**src/rtl/xosera_pkg.sv**
```systemverilog
// Shared Xosera constants and types; this slice carries the sprite fetch geometry,
// its state type and the pixel nibble selector.
package xosera_pkg;

    localparam int SPRITE_W              = 32;
    localparam int SPRITE_H              = 32;
    localparam int SPRITE_WORDS_PER_LINE = 8;

    typedef enum logic [1:0] {
        IDLE,
        FETCH,
        DRAIN,
        READY
    } sprite_fetch_state_t;

    // Leftmost pixel of a word lives in the top nibble.
    function automatic logic [3:0] sprite_nibble(input logic [15:0] word, input logic [1:0] pos);
        logic [3:0] nib;
        case (pos)
            2'd0:    nib = word[15:12];
            2'd1:    nib = word[11:8];
            2'd2:    nib = word[7:4];
            default: nib = word[3:0];
        endcase
        return nib;
    endfunction

endpackage

```
**src/rtl/sprite_fetch.sv**
```systemverilog
// Sprite line fetch engine: loads one 8-word sprite line during hblank, then
// serves registered 4-bit colour indices with a transparency flag while visible.
module sprite_fetch
    import xosera_pkg::*;
#(
    parameter int AWIDTH = 8
) (
    input  logic              clk,
    input  logic              reset_n_i,
    input  logic              sprite_en_i,
    input  logic [10:0]       sprite_x_i,
    input  logic [10:0]       sprite_y_i,
    input  logic              line_start_i,
    input  logic [10:0]       v_count_i,
    input  logic [10:0]       h_count_i,
    output logic              rd_en_o,
    output logic [AWIDTH-1:0] rd_address_o,
    input  logic [15:0]       rd_data_i,
    output logic [3:0]        pixel_o,
    output logic              pixel_valid_o,
    output logic              busy_o
);

    sprite_fetch_state_t state, state_next;
    logic [2:0]  word_cnt, word_cnt_next;
    logic [4:0]  row_q, row_next;
    logic        buf_valid, buf_valid_next;
    logic        rd_pend;
    logic [2:0]  pend_slot;
    logic [15:0] line_buf [SPRITE_WORDS_PER_LINE];
    logic [10:0] row_calc;
    logic [10:0] col_calc;
    logic        start_ok;
    logic [7:0]  fetch_addr;
    logic [3:0]  nibble;
    logic        opaque;

    // Subtractions are 11-bit so sprites wrap at 2048 on both axes.
    assign row_calc = v_count_i - sprite_y_i;
    assign col_calc = h_count_i - sprite_x_i;
    assign start_ok = sprite_en_i && (row_calc < 11'(SPRITE_H));

    assign nibble = sprite_nibble(line_buf[col_calc[4:2]], col_calc[1:0]);
    assign opaque = (state == READY) && buf_valid && sprite_en_i &&
                    (col_calc < 11'(SPRITE_W)) && (nibble != 4'h0);

    assign rd_address_o = AWIDTH'(fetch_addr);

    always_comb begin
        state_next     = state;
        word_cnt_next  = word_cnt;
        row_next       = row_q;
        buf_valid_next = buf_valid;
        rd_en_o        = 1'b0;
        busy_o         = 1'b0;
        fetch_addr     = 8'h00;

        case (state)
            IDLE: begin
            end
            FETCH: begin
                rd_en_o       = 1'b1;
                busy_o        = 1'b1;
                fetch_addr    = {row_q, word_cnt};
                word_cnt_next = word_cnt + 3'd1;
                if (word_cnt == 3'(SPRITE_WORDS_PER_LINE - 1)) begin
                    state_next = DRAIN;
                end
            end
            DRAIN: begin
                busy_o         = 1'b1;
                state_next     = READY;
                buf_valid_next = 1'b1;
            end
            READY: begin
            end
            default: state_next = IDLE;
        endcase

        // A new line always wins, including over a fetch still in flight.
        if (line_start_i) begin
            buf_valid_next = 1'b0;
            word_cnt_next  = 3'd0;
            if (start_ok) begin
                state_next = FETCH;
                row_next   = row_calc[4:0];
            end else begin
                state_next = IDLE;
            end
        end
    end

    always_ff @(posedge clk or negedge reset_n_i) begin
        if (!reset_n_i) begin
            state         <= IDLE;
            word_cnt      <= 3'd0;
            row_q         <= 5'd0;
            buf_valid     <= 1'b0;
            rd_pend       <= 1'b0;
            pend_slot     <= 3'd0;
            pixel_o       <= 4'h0;
            pixel_valid_o <= 1'b0;
            for (int i = 0; i < SPRITE_WORDS_PER_LINE; i++) begin
                line_buf[i] <= 16'h0000;
            end
        end else begin
            state     <= state_next;
            word_cnt  <= word_cnt_next;
            row_q     <= row_next;
            buf_valid <= buf_valid_next;
            // Data returns one cycle after the read; drop the return of an aborted read.
            rd_pend   <= rd_en_o && !line_start_i;
            pend_slot <= word_cnt;
            if (rd_pend) begin
                line_buf[pend_slot] <= rd_data_i;
            end
            pixel_valid_o <= opaque;
            pixel_o       <= opaque ? nibble : 4'h0;
        end
    end

endmodule

```
**config.mk**
```make
export PLATFORM = sky130hd
export DESIGN_NAME = sprite_fetch
export DESIGN_NICKNAME = d
export VERILOG_FILES = /design/src/rtl/xosera_pkg.sv /design/src/rtl/sprite_fetch.sv
export SDC_FILE = /design/constraint.sdc
export NUM_CORES = 1
export LEC_CHECK = 0
export ABC_AREA = 1
export ABC_CLOCK_PERIOD_IN_PS = 4520
export BUFFER_PORTS_ARGS = -buffer_cell sky130_fd_sc_hd__buf_2
export CORE_ASPECT_RATIO = 1.4
export CORE_MARGIN = 8
export CORE_UTILIZATION = 38
export CTS_CLUSTER_SIZE = 28
export DETAILED_ROUTE_END_ITERATION = 12
export PLACE_DENSITY = 0.57
export SLEW_MARGIN = 20
export SYNTH_ARGS = -nofsm -noshare
export SYNTH_HDL_FRONTEND = slang
export SYNTH_SLANG_ARGS = --single-unit
export TNS_END_PERCENT = 1
```
**constraint.sdc**
```tcl
create_clock -name clk -period 4.52 [get_ports clk]
set_clock_uncertainty 0.05 [all_clocks]
set_input_delay 0.904 -clock clk [delete_from_list [all_inputs] [get_ports clk]]
set_output_delay 0.904 -clock clk [all_outputs]
set_load 0.02 [all_outputs]
```
; Yosys cells after proc, flatten, opt, wreduce, memory -nomap -nowiden
; Index checks and enable logic that the tools add are counted.
[word_totals]
register_bits = 148
latchBits = 0
ram_bits = 0
rom_bits = 0
inputBits = 64
out_inout_bits = 15
wordCells = 68
memories = 0
[op_classes]
n_addsub = 3
n_mul = 0
n_div = 0
order_cmp = 5
eq_ne = 7
shifts = 0
n_mux = 19
bitwise_logic = 2
reduce_logical = 16
[op_table]
columns = op, n
row1 = bitwise mux 128 bit, 1
row2 = binary-select mux 16 bit (select 3 bit), 1
row3 = demux 16 bit (select 3 bit), 1
row4 = 2-to-1 mux 16 bit, 3
row5 = less-than comparator 11 x 6 -> 1 bit (second input constant), 2
row6 = subtractor 11 bit, 2
row7 = case mux 4 bit (3 select lines), 1
row8 = greater-or-equal comparator 4 bit (second input constant), 2
row9 = 2-to-1 mux 8 bit, 1
row10 = inverter 3 -> 4 bit, 2
row11 = logical AND 1 bit, 7
row12 = equality test 2 bit (second input constant), 3
row13 = 2-to-1 mux 3 bit, 2
row14 = 2-to-1 mux 1 bit, 5
row15 = equality test 2 x 1 -> 1 bit (second input constant), 2
row16 = less-than comparator 4 x 1 -> 1 bit (second input constant), 1
row17 = 2-to-1 mux 2 bit, 2
row18 = 2-to-1 mux 4 bit, 1
row19 = case mux 2 bit (2 select lines), 1
row20 = AND reduction 2 bit, 2
row21 = nonzero test 2 bit, 2
row22 = nonzero test 4 bit, 1
row23 = adder 3 x 1 -> 3 bit (second input constant), 1
row24 = equality test 3 bit (second input constant), 1
row25 = 5 further kinds, 5

; Depth between registers and ports, before layout
; Gate-level depths: netlist of run 1.
[logic_depth]
depth_word = 9
ltp_mapped = 20

; Worst setup path after synthesis of run 1
; Ideal clock, no wire load.
[synth_path]
path_type = input -> register
startpoint = input port h_count_i[0]
endpoint = register pixel_o[1]
arrival_time_ns = 2.746
required_ns = 4.352
slack_ns = 1.606
path_stages = 18
n_path_buf = 2
cell_sequence = inv_1 -> ha_1 -> inv_1 -> fa_1 -> nand2_1 -> buf_2 -> buf_2 -> nand3b_1 -> nand2_1 -> inv_1 -> nand2_1 -> nand3_1 -> nand3_1 -> nand4_1 -> nor2_1 -> nand2_1 -> nand2_1 -> nor2_1
[synth_via]
elab_chain_len = 9
elab_cells_between_ends = 14
cone_classes = add/sub (1) / order compare (1) / eq/ne (2) / mux (5) / bitwise (1) / reduce/logical (4)
[synth_lines]
columns = element, line
row1 = "start, declared", sprite_fetch.sv:15  ; input logic [10:0] h_count_i,
row2 = subtractor 11 bit *, sprite_fetch.sv:40  ; assign col_calc = h_count_i - sprite_x_i;
row3 = inverter 3 -> 4 bit (implied by the code), sprite_fetch.sv:43  ; assign nibble = sprite_nibble(line_buf[col_calc[4:2]], col_calc[1:0]);
row4 = binary-select mux 16 bit (select 3 bit), sprite_fetch.sv:43
row5 = 2-to-1 mux 16 bit (implied by the code) (2 in series), sprite_fetch.sv:43
row6 = case mux 4 bit (3 select lines), xosera_pkg.sv:19  ; case (pos)
row7 = nonzero test 4 bit, sprite_fetch.sv:45  ; (col_calc < 11'(SPRITE_W)) && (nibble != 4'h0);
row8 = logical AND 1 bit, sprite_fetch.sv:45
row9 = 2-to-1 mux 4 bit *, sprite_fetch.sv:118  ; pixel_o <= opaque ? nibble : 4'h0;
row10 = "end signal, assigned", sprite_fetch.sv:118
row11 = "end, declared", sprite_fetch.sv:19  ; output logic [3:0] pixel_o,
; Every way passes the cells marked *; elsewhere a longest branch is shown, timed or not. The select of a mux whose other input is x is not followed.
; A chain may end at the register's enable or synchronous reset.

; Worst setup path after layout of run 1
[layout_path]
startpoint = input port h_count_i[0]
endpoint = register pixel_valid_o
[layout_via]
elab_chain_len = 8
elab_cells_between_ends = 13
cone_classes = add/sub (1) / order compare (1) / eq/ne (2) / mux (4) / bitwise (1) / reduce/logical (4)
[layout_lines]
columns = element, line
row1 = subtractor 11 bit *, sprite_fetch.sv:40
row2 = inverter 3 -> 4 bit (implied by the code), sprite_fetch.sv:43
row3 = binary-select mux 16 bit (select 3 bit), sprite_fetch.sv:43
row4 = 2-to-1 mux 16 bit (implied by the code) (2 in series), sprite_fetch.sv:43
row5 = case mux 4 bit (3 select lines), xosera_pkg.sv:19
row6 = nonzero test 4 bit, sprite_fetch.sv:45
row7 = logical AND 1 bit *, sprite_fetch.sv:45
row8 = named net opaque, sprite_fetch.sv:36  ; logic opaque;
row9 = "end signal, assigned", sprite_fetch.sv:117  ; pixel_valid_o <= opaque;
row10 = "end, declared", sprite_fetch.sv:20  ; output logic pixel_valid_o,
; Mark *: on every way through the listed nets, which the timed path passes. The rest lies on a longest branch. The select of a mux whose other input is x is not followed.

==> flow_metrics.env, run 1 <==
export IMPL_status="completed"
export IMPL_netlist_area_um2=8140
export IMPL_grt_max_degree=91
export IMPL_cap_violations=0
export IMPL_rsz0062_at_grt="false"
export IMPL_cts_root_buf="clkbuf_16"
export IMPL_clkPwrFrac_pct=35.9
export IMPL_die_area_um2=26400
export IMPL_slew_violations=0
export IMPL_share_comb_of_total_power_pct=23.1
export IMPL_min_period_over_period_pct=70.4
export IMPL_slew_headroom_pct=43.3
export IMPL_power_switching_uw=1250
export IMPL_h_tree_depth=4
export IMPL_irDropWorstVdd_mv=0.270
export IMPL_clock_path_buffers=2
export IMPL_syn_to_final_growth_pct=14.8
export IMPL_yosys_warnings=0
export IMPL_fin_crit_ps=3180
export IMPL_ctsResizeCount=0
export IMPL_track_usage_pct=17.3
export IMPL_final_cell_mix="nand2_1 (326), inv_1 (160), dfrtp_1 (148)"
export IMPL_synth_cell_types=33
export IMPL_boundaryPins=79
export IMPL_routed_via_density=4.95
export IMPL_drc=0
export IMPL_hold_path_class="reg2reg"
export IMPL_holdBufCountCts=0
export IMPL_synth_seq_area_share_pct=45.5
export IMPL_regToRegStartpoint="state[1]"
export IMPL_synth_top_area_share_pct=45.5
export IMPL_rrSetupSlack_ps=2600
export IMPL_diodes=0
export IMPL_cts_made_buffers=17
export IMPL_grt_pass1_wl_um=36400
export IMPL_final_core_utilization_pct=44.3
export IMPL_post_dp_cell_area_um2=8740
export IMPL_cp_cell_sequence="buf_2, inv_1, ha_1, inv_1, fa_1, nand3_1, nand2_1, nand2_1, nand2_2, inv_1, nand3_1, nand3_1, nand4_1, nor2_1, nand2_1, nand2_1, inv_1"
export IMPL_r2r_cells=7
export IMPL_die_h_um=189
export IMPL_overflow=0
export IMPL_power_density_nw_per_um2=426
export IMPL_post_cts_buffers=0
export IMPL_synth_area_leader_cell="dfrtp_1"
export IMPL_timing_final_setup_violations=0
export IMPL_p_int_uw=2730
export IMPL_initial_core_util_pct=38.5
export IMPL_async_flop_share_pct=100
export IMPL_rows=63
export IMPL_firstDrtPassIters=5
export IMPL_final_cell_area_um2=9350
export IMPL_die_w_um=140
export IMPL_crit_path_start="h_count_i[0]"
export IMPL_holdCritStartpoint="word_cnt[1]"
export IMPL_wl_per_cell_um=15.5
export IMPL_fmax_ghz=0.314
export IMPL_cts_tree="built"
export IMPL_grt_pass1_vias=7142
export IMPL_worstHoldEndpoint="pend_slot[1]"
export IMPL_cpLargestDelayFamily="simple AND/OR/NAND/NOR gates"
export IMPL_synth_ff_type="dfrtp_1"
export IMPL_clkLatencyLatePin_ps=430
export IMPL_first_iter_violations=502
export IMPL_slowest_delay_ps=520
export IMPL_critical_path_arrival_ps=3440
export IMPL_cts_clk_slew_worst_paths_ps=60
export IMPL_synth_nets=1183
export IMPL_mostFrequentLayoutCell="nand2_1"
export IMPL_worst_pin_slew_ps=851
export IMPL_cts_sinks=148
export IMPL_hpwl_um=14900
export IMPL_p_leak_uw=0.00526
export IMPL_rr_endpoint="pixel_o[0]"
export IMPL_gp_congestion=0.866
export IMPL_swShare_pct=31.5
export IMPL_p_total_uw=3980
export IMPL_port_buffers=78
export IMPL_crit_type="in2reg"
export IMPL_core_area_um2=21100
export IMPL_critical_path_required_ps=4780
export IMPL_crit_path_top_delay_cell="inv_1"
export IMPL_hold_depth=0
export IMPL_dp_slack_ps=927
export IMPL_ant_nets=0
export IMPL_antenna_found_initial=1
export IMPL_drt_wl_total_um=22000
export IMPL_synth_edf_count=0
export IMPL_synth_area_leaders="dfrtp_1 (45%), nand2_1 (15%), o21ai_0 (9.0%)"
export IMPL_cp_max_fo=17
export IMPL_hold_viol=0
export IMPL_setup_worst_path_end_class="flip-flop"
export IMPL_path_buf_inv=5
export IMPL_p_seq_share_pct=41.0
export IMPL_routed_via_count=7038
export IMPL_setup_ws_ps=1340
export IMPL_syn_avg_cell_area_um2=7.45
export IMPL_crit_path_start_kind="input pin"
export IMPL_synth_seq_cells=148
export IMPL_fin_setup_tns_ps=0
export IMPL_syn_inst=1092
export IMPL_drive_gt1_share_pct=11.5
export IMPL_nets=1241
[cells by family (layout without fill, tap and decap cells)]
group | count (synthesis) | count (layout) | share of synthesized area (%)
AND/OR/NAND/NOR | 510 | 510 | 26.7
AO/OA/AOI/OAI | 179 | 179 | 11.4
XOR/XNOR | 16 | 16 | 1.72
adder cells (fa/ha/maj) | 27 | 27 | 4.33
flip-flops | 148 | 148 | 45.5
buffers and inverters | 212 | 283 | 10.3
[power by group through the flow]
stage | clock, uW | combinational, uW | sequential [uW]
floorplan | 0 | 680 | 1620
global placement | 0 | 920 | 1650
detailed placement | 0 | 927 | 1650
CTS | 1460 | 933 | 1630
global route | 1500 | 1060 | 1660
finish | 1430 | 918 | 1630
[metal layers]
metal	routed length [um]	vias up	global-route usage, %
met5	0	-	0
met4	550	0	6.95
met1	9870	3292	20.6
met2	10900	139	30.2
li1	-	3576	-
met3	742	31	3.02
[flip-flops by register name, summed over array words and instances (netlist names)]
name           count
rd_pend            1
pixel_valid_o      1
buf_valid          1
line_buf         128
pend_slot          3
word_cnt           3
row_q              5
state              2
pixel_o            4
[cell type report]
class	count	area, um^2
fill	2234	11800
sequential	148	3700
multi-input combinational	732	3610
inverter	160	601
timing repair buffer	91	507
clock buffer	21	480
tap	260	325
clock inverter	11	124
[worst register-to-register path, cell delays in order (launching register included)]
cell      delay [ps]
dfrtp_1          400
ha_1             170
and3_1           270
a21boi_0         190
o21ai_0          100
nor2_1           110
nand4_1          180
nor3b_1          330
[how the worst max path moves through the flow]
stage                          to  slack (ps)  cells after the start
finish              pixel_valid_o        1340                     17
global route           pixel_o[1]        1050                     17
CTS                 pixel_valid_o        1350                     17
global placement    pixel_valid_o         980                     17
floorplan              pixel_o[1]        1610                     18
detailed placement  pixel_valid_o         930                     17
[Yosys cell counts (6+ instances only)]
| cell type | n |
|---|---|
| a21oi_1 | 18 |
| buf_2 | 19 |
| clkbuf_1 | 27 |
| dfrtp_1 | 148 |
| ha_1 | 25 |
| inv_1 | 160 |
| nand2_1 | 328 |
| nand3_1 | 106 |
| nand3b_1 | 13 |
| nand4_1 | 17 |
| nor2_1 | 32 |
| o21ai_0 | 146 |
| xnor2_1 | 6 |
| xor2_1 | 10 |
[stage by stage]
stage	hold slack, ps	std cells
2_1_floorplan	349	1092
3_3_place_gp	377	1391
3_5_place_dp	383	1391
4_1_cts	399	1423
5_1_grt	412	1423
6_report	393	1423
Power figures use the tool's default switching activity.
==> inputs of run 2 (changes only) <==
--- a/config.mk
+++ b/config.mk
@@ -6,14 +6,14 @@
 export NUM_CORES = 1
 export LEC_CHECK = 0
 export ABC_AREA = 1
-export ABC_CLOCK_PERIOD_IN_PS = 4520
+export ABC_CLOCK_PERIOD_IN_PS = 2900
 export BUFFER_PORTS_ARGS = -buffer_cell sky130_fd_sc_hd__buf_2
 export CORE_ASPECT_RATIO = 1.4
 export CORE_MARGIN = 8
 export CORE_UTILIZATION = 38
 export CTS_CLUSTER_SIZE = 28
 export DETAILED_ROUTE_END_ITERATION = 12
-export PLACE_DENSITY = 0.57
+export PLACE_DENSITY = 0.59
 export SLEW_MARGIN = 20
 export SYNTH_ARGS = -nofsm -noshare
 export SYNTH_HDL_FRONTEND = slang
==> constraint.sdc (replaced) <==
create_clock -name clk -period 2.9 [get_ports clk]
set_clock_uncertainty 0.05 [all_clocks]
set_input_delay 0.58 -clock clk [delete_from_list [all_inputs] [get_ports clk]]
set_output_delay 0.58 -clock clk [all_outputs]
set_load 0.02 [all_outputs]
==> run 2 against run 1 <==
Compared with the run above: hold slack got worse by 340 ps; sequential share of layout area decreased by 1.4 points; non-clock buffer count grew 31; largest cell class unchanged.
==> flow_metrics.env, run 2 (synthesized netlist as in run 1, its figures left out) <==
export IMPL_crit_path_frequent_cell="nand2_1"
export IMPL_cp_cell_sequence="buf_2, inv_1, ha_1, inv_1, fa_1, inv_1, nand2_1, nand2_2, buf_12, buf_4, nand2_1, nand2_1, inv_1, nand2_1, nand3_1, nand3_1, nand4_1, nor2_1, nand2_1, nand2_1, nor2_1"
export IMPL_diodes=0
export IMPL_p_seq_share_pct=39.7
export IMPL_cts_sinks=148
export IMPL_reg_top3="line_buf x128, row_q x5, pixel_o x4"
export IMPL_top_register="line_buf"
export IMPL_wl_per_cell_um=15.0
export IMPL_worst_pin_slew_ps=527
export IMPL_rrSetupSlack_ps=990
export IMPL_syn_to_final_growth_pct=19.0
export IMPL_cts_root_buf="clkbuf_16"
export IMPL_slew_violations=0
export IMPL_stdcell_count=1454
export IMPL_crit_type="in2reg"
export IMPL_drt_wl_total_um=21800
export IMPL_grt_max_degree=56
export IMPL_power_switching_uw=2010
export IMPL_routed_via_density=4.93
export IMPL_irDropWorstVdd_mv=0.447
export IMPL_use_met3_pct=3.25
export IMPL_clkLatencyLatePin_ps=430
export IMPL_boundaryPins=79
export IMPL_hold_path_class="in2async"
export IMPL_drc=0
export IMPL_p_int_uw=4410
export IMPL_crit_path_top_delay_cell="fa_1"
export IMPL_core_area_um2=21100
export IMPL_slew_headroom_pct=64.9
export IMPL_top_usage_layer="met2"
export IMPL_track_usage_pct=17.2
export IMPL_die_area_um2=26400
export IMPL_ant_nets=0
export IMPL_grt_pass1_wl_um=36500
export IMPL_rr_endpoint="state[0]"
export IMPL_ctsResizeCount=0
export IMPL_timing_final_setup_violations=0
export IMPL_grt_pass1_vias=7194
export IMPL_fill_cells=2162
export IMPL_dpl_cell_count=1422
export IMPL_p_leak_uw=0.00546
export IMPL_holdBufCountCts=0
export IMPL_dp_slack_ps=-116
export IMPL_firstDrtPassIters=5
export IMPL_initial_core_util_pct=38.5
export IMPL_rsz0062_at_grt="false"
export IMPL_cap_violations=0
export IMPL_final_cell_mix="nand2_1 (328), inv_1 (160), dfrtp_1 (148)"
export IMPL_whs_ps=57.5
export IMPL_fmax_ghz=0.389
export IMPL_rows=63
export IMPL_status="completed"
export IMPL_setup_worst_path_end_class="flip-flop"
export IMPL_regToRegStartpoint="state[1]"
export IMPL_largest_reg_flops=128
export IMPL_min_period_over_period_pct=88.7
export IMPL_nets=1272
export IMPL_clkPwrFrac_pct=36.0
export IMPL_swShare_pct=31.3
export IMPL_crit_path_start_kind="input pin"
export IMPL_clock_path_buffers=2
export IMPL_routed_via_count=7169
export IMPL_gp_congestion=0.834
export IMPL_share_comb_of_total_power_pct=24.3
export IMPL_met2_usage_pct=30.0
export IMPL_cts_clk_slew_worst_paths_ps=60
export IMPL_drive_gt1_share_pct=13.7
export IMPL_setup_ws_ps=327
export IMPL_antenna_found_initial=1
export IMPL_overflow=0
export IMPL_r2r_cells=7
export IMPL_critical_path_required_ps=3160
export IMPL_first_iter_violations=527
export IMPL_hold_viol=0
export IMPL_die_h_um=189
export IMPL_grt_use_met1_pct=20.4
export IMPL_hpwl_um=15200
export IMPL_cts_tree="built"
export IMPL_fin_crit_ps=2570
export IMPL_power_density_nw_per_um2=662
export IMPL_cp_max_fo=31
export IMPL_port_buffers=78
export IMPL_post_cts_buffers=0
export IMPL_die_w_um=140
export IMPL_cts_made_buffers=17
export IMPL_mostFrequentLayoutCell="nand2_1"
export IMPL_critical_path_arrival_ps=2840
export IMPL_h_tree_depth=4
export IMPL_slowest_delay_ps=390
## run 2: cell count changes in the layout (fill, tap and decap cells not counted)
cell	delta
buf_12	+7
buf_4	+24
bufinv_16	+1
clkbuf_8	-2
clkinv_2	-2
clkinv_4	+3
clkinvlp_4	-2
inv_6	+2
nand2_1	+2
nand2_2	-2
## run 2: metal layers
metal,share of wire (%),vias to the layer above
met2,49,172
met5,0,-
met3,4.5,32
met4,2.4,0
met1,44,3323
li1,-,3642
## run 2: power groups by stage
stage | Clock [uW] | Sequential [uW] | Combinational (uW)
after floorplan | 0 | 2530 | 1060
after detailed placement | 0 | 2580 | 1570
after CTS | 2350 | 2550 | 1580
after global placement | 0 | 2580 | 1550
after global routing | 2430 | 2590 | 1790
final | 2310 | 2550 | 1560
## run 2: worst max-delay path by stage
stage            startpoint  cells past startpoint    endpoint  slack, ps
2_1_floorplan  h_count_i[0]                     18  pixel_o[1]        310
3_3_place_gp   h_count_i[0]                     21  pixel_o[2]        -70
3_5_place_dp   h_count_i[0]                     21  pixel_o[1]       -120
4_1_cts        h_count_i[0]                     21  pixel_o[1]        330
5_1_grt        h_count_i[0]                     21  pixel_o[1]         10
6_report       h_count_i[0]                     21  pixel_o[1]        330
## run 2: metrics by stage
| step | instance area (um^2) | power [uW] | setup TNS [ps] | util [%] |
|---|---|---|---|---|
| floorplan | 8140 | 3590 | 0 | - |
| global placement | 9060 | 4130 | -269 | 42.9 |
| detailed placement | 9060 | 4150 | -476 | 42.9 |
| CTS | 9690 | 6470 | 0 | 45.8 |
| global route | 9690 | 6810 | 0 | 45.8 |
| finish | 9690 | 6420 | 0 | 45.8 |
## run 2: critical path, delay by kind of cell
| family | cells | cell delay, ps |
|---|---|---|
| adder cells (fa/ha/maj) | 2 | 520 |
| AND/OR/NAND/NOR | 12 | 1080 |
| buffers and inverters | 7 | 640 |
## run 2: area by class of cell
class	count	area [um^2]	share of cell area, %
clock inverter	13	173	1.78
multi-input combinational	732	3600	37.2
sequential	148	3700	38.2
inverter	160	601	6.20
timing repair buffer	122	827	8.54
tap	260	325	3.36
clock buffer	19	453	4.68
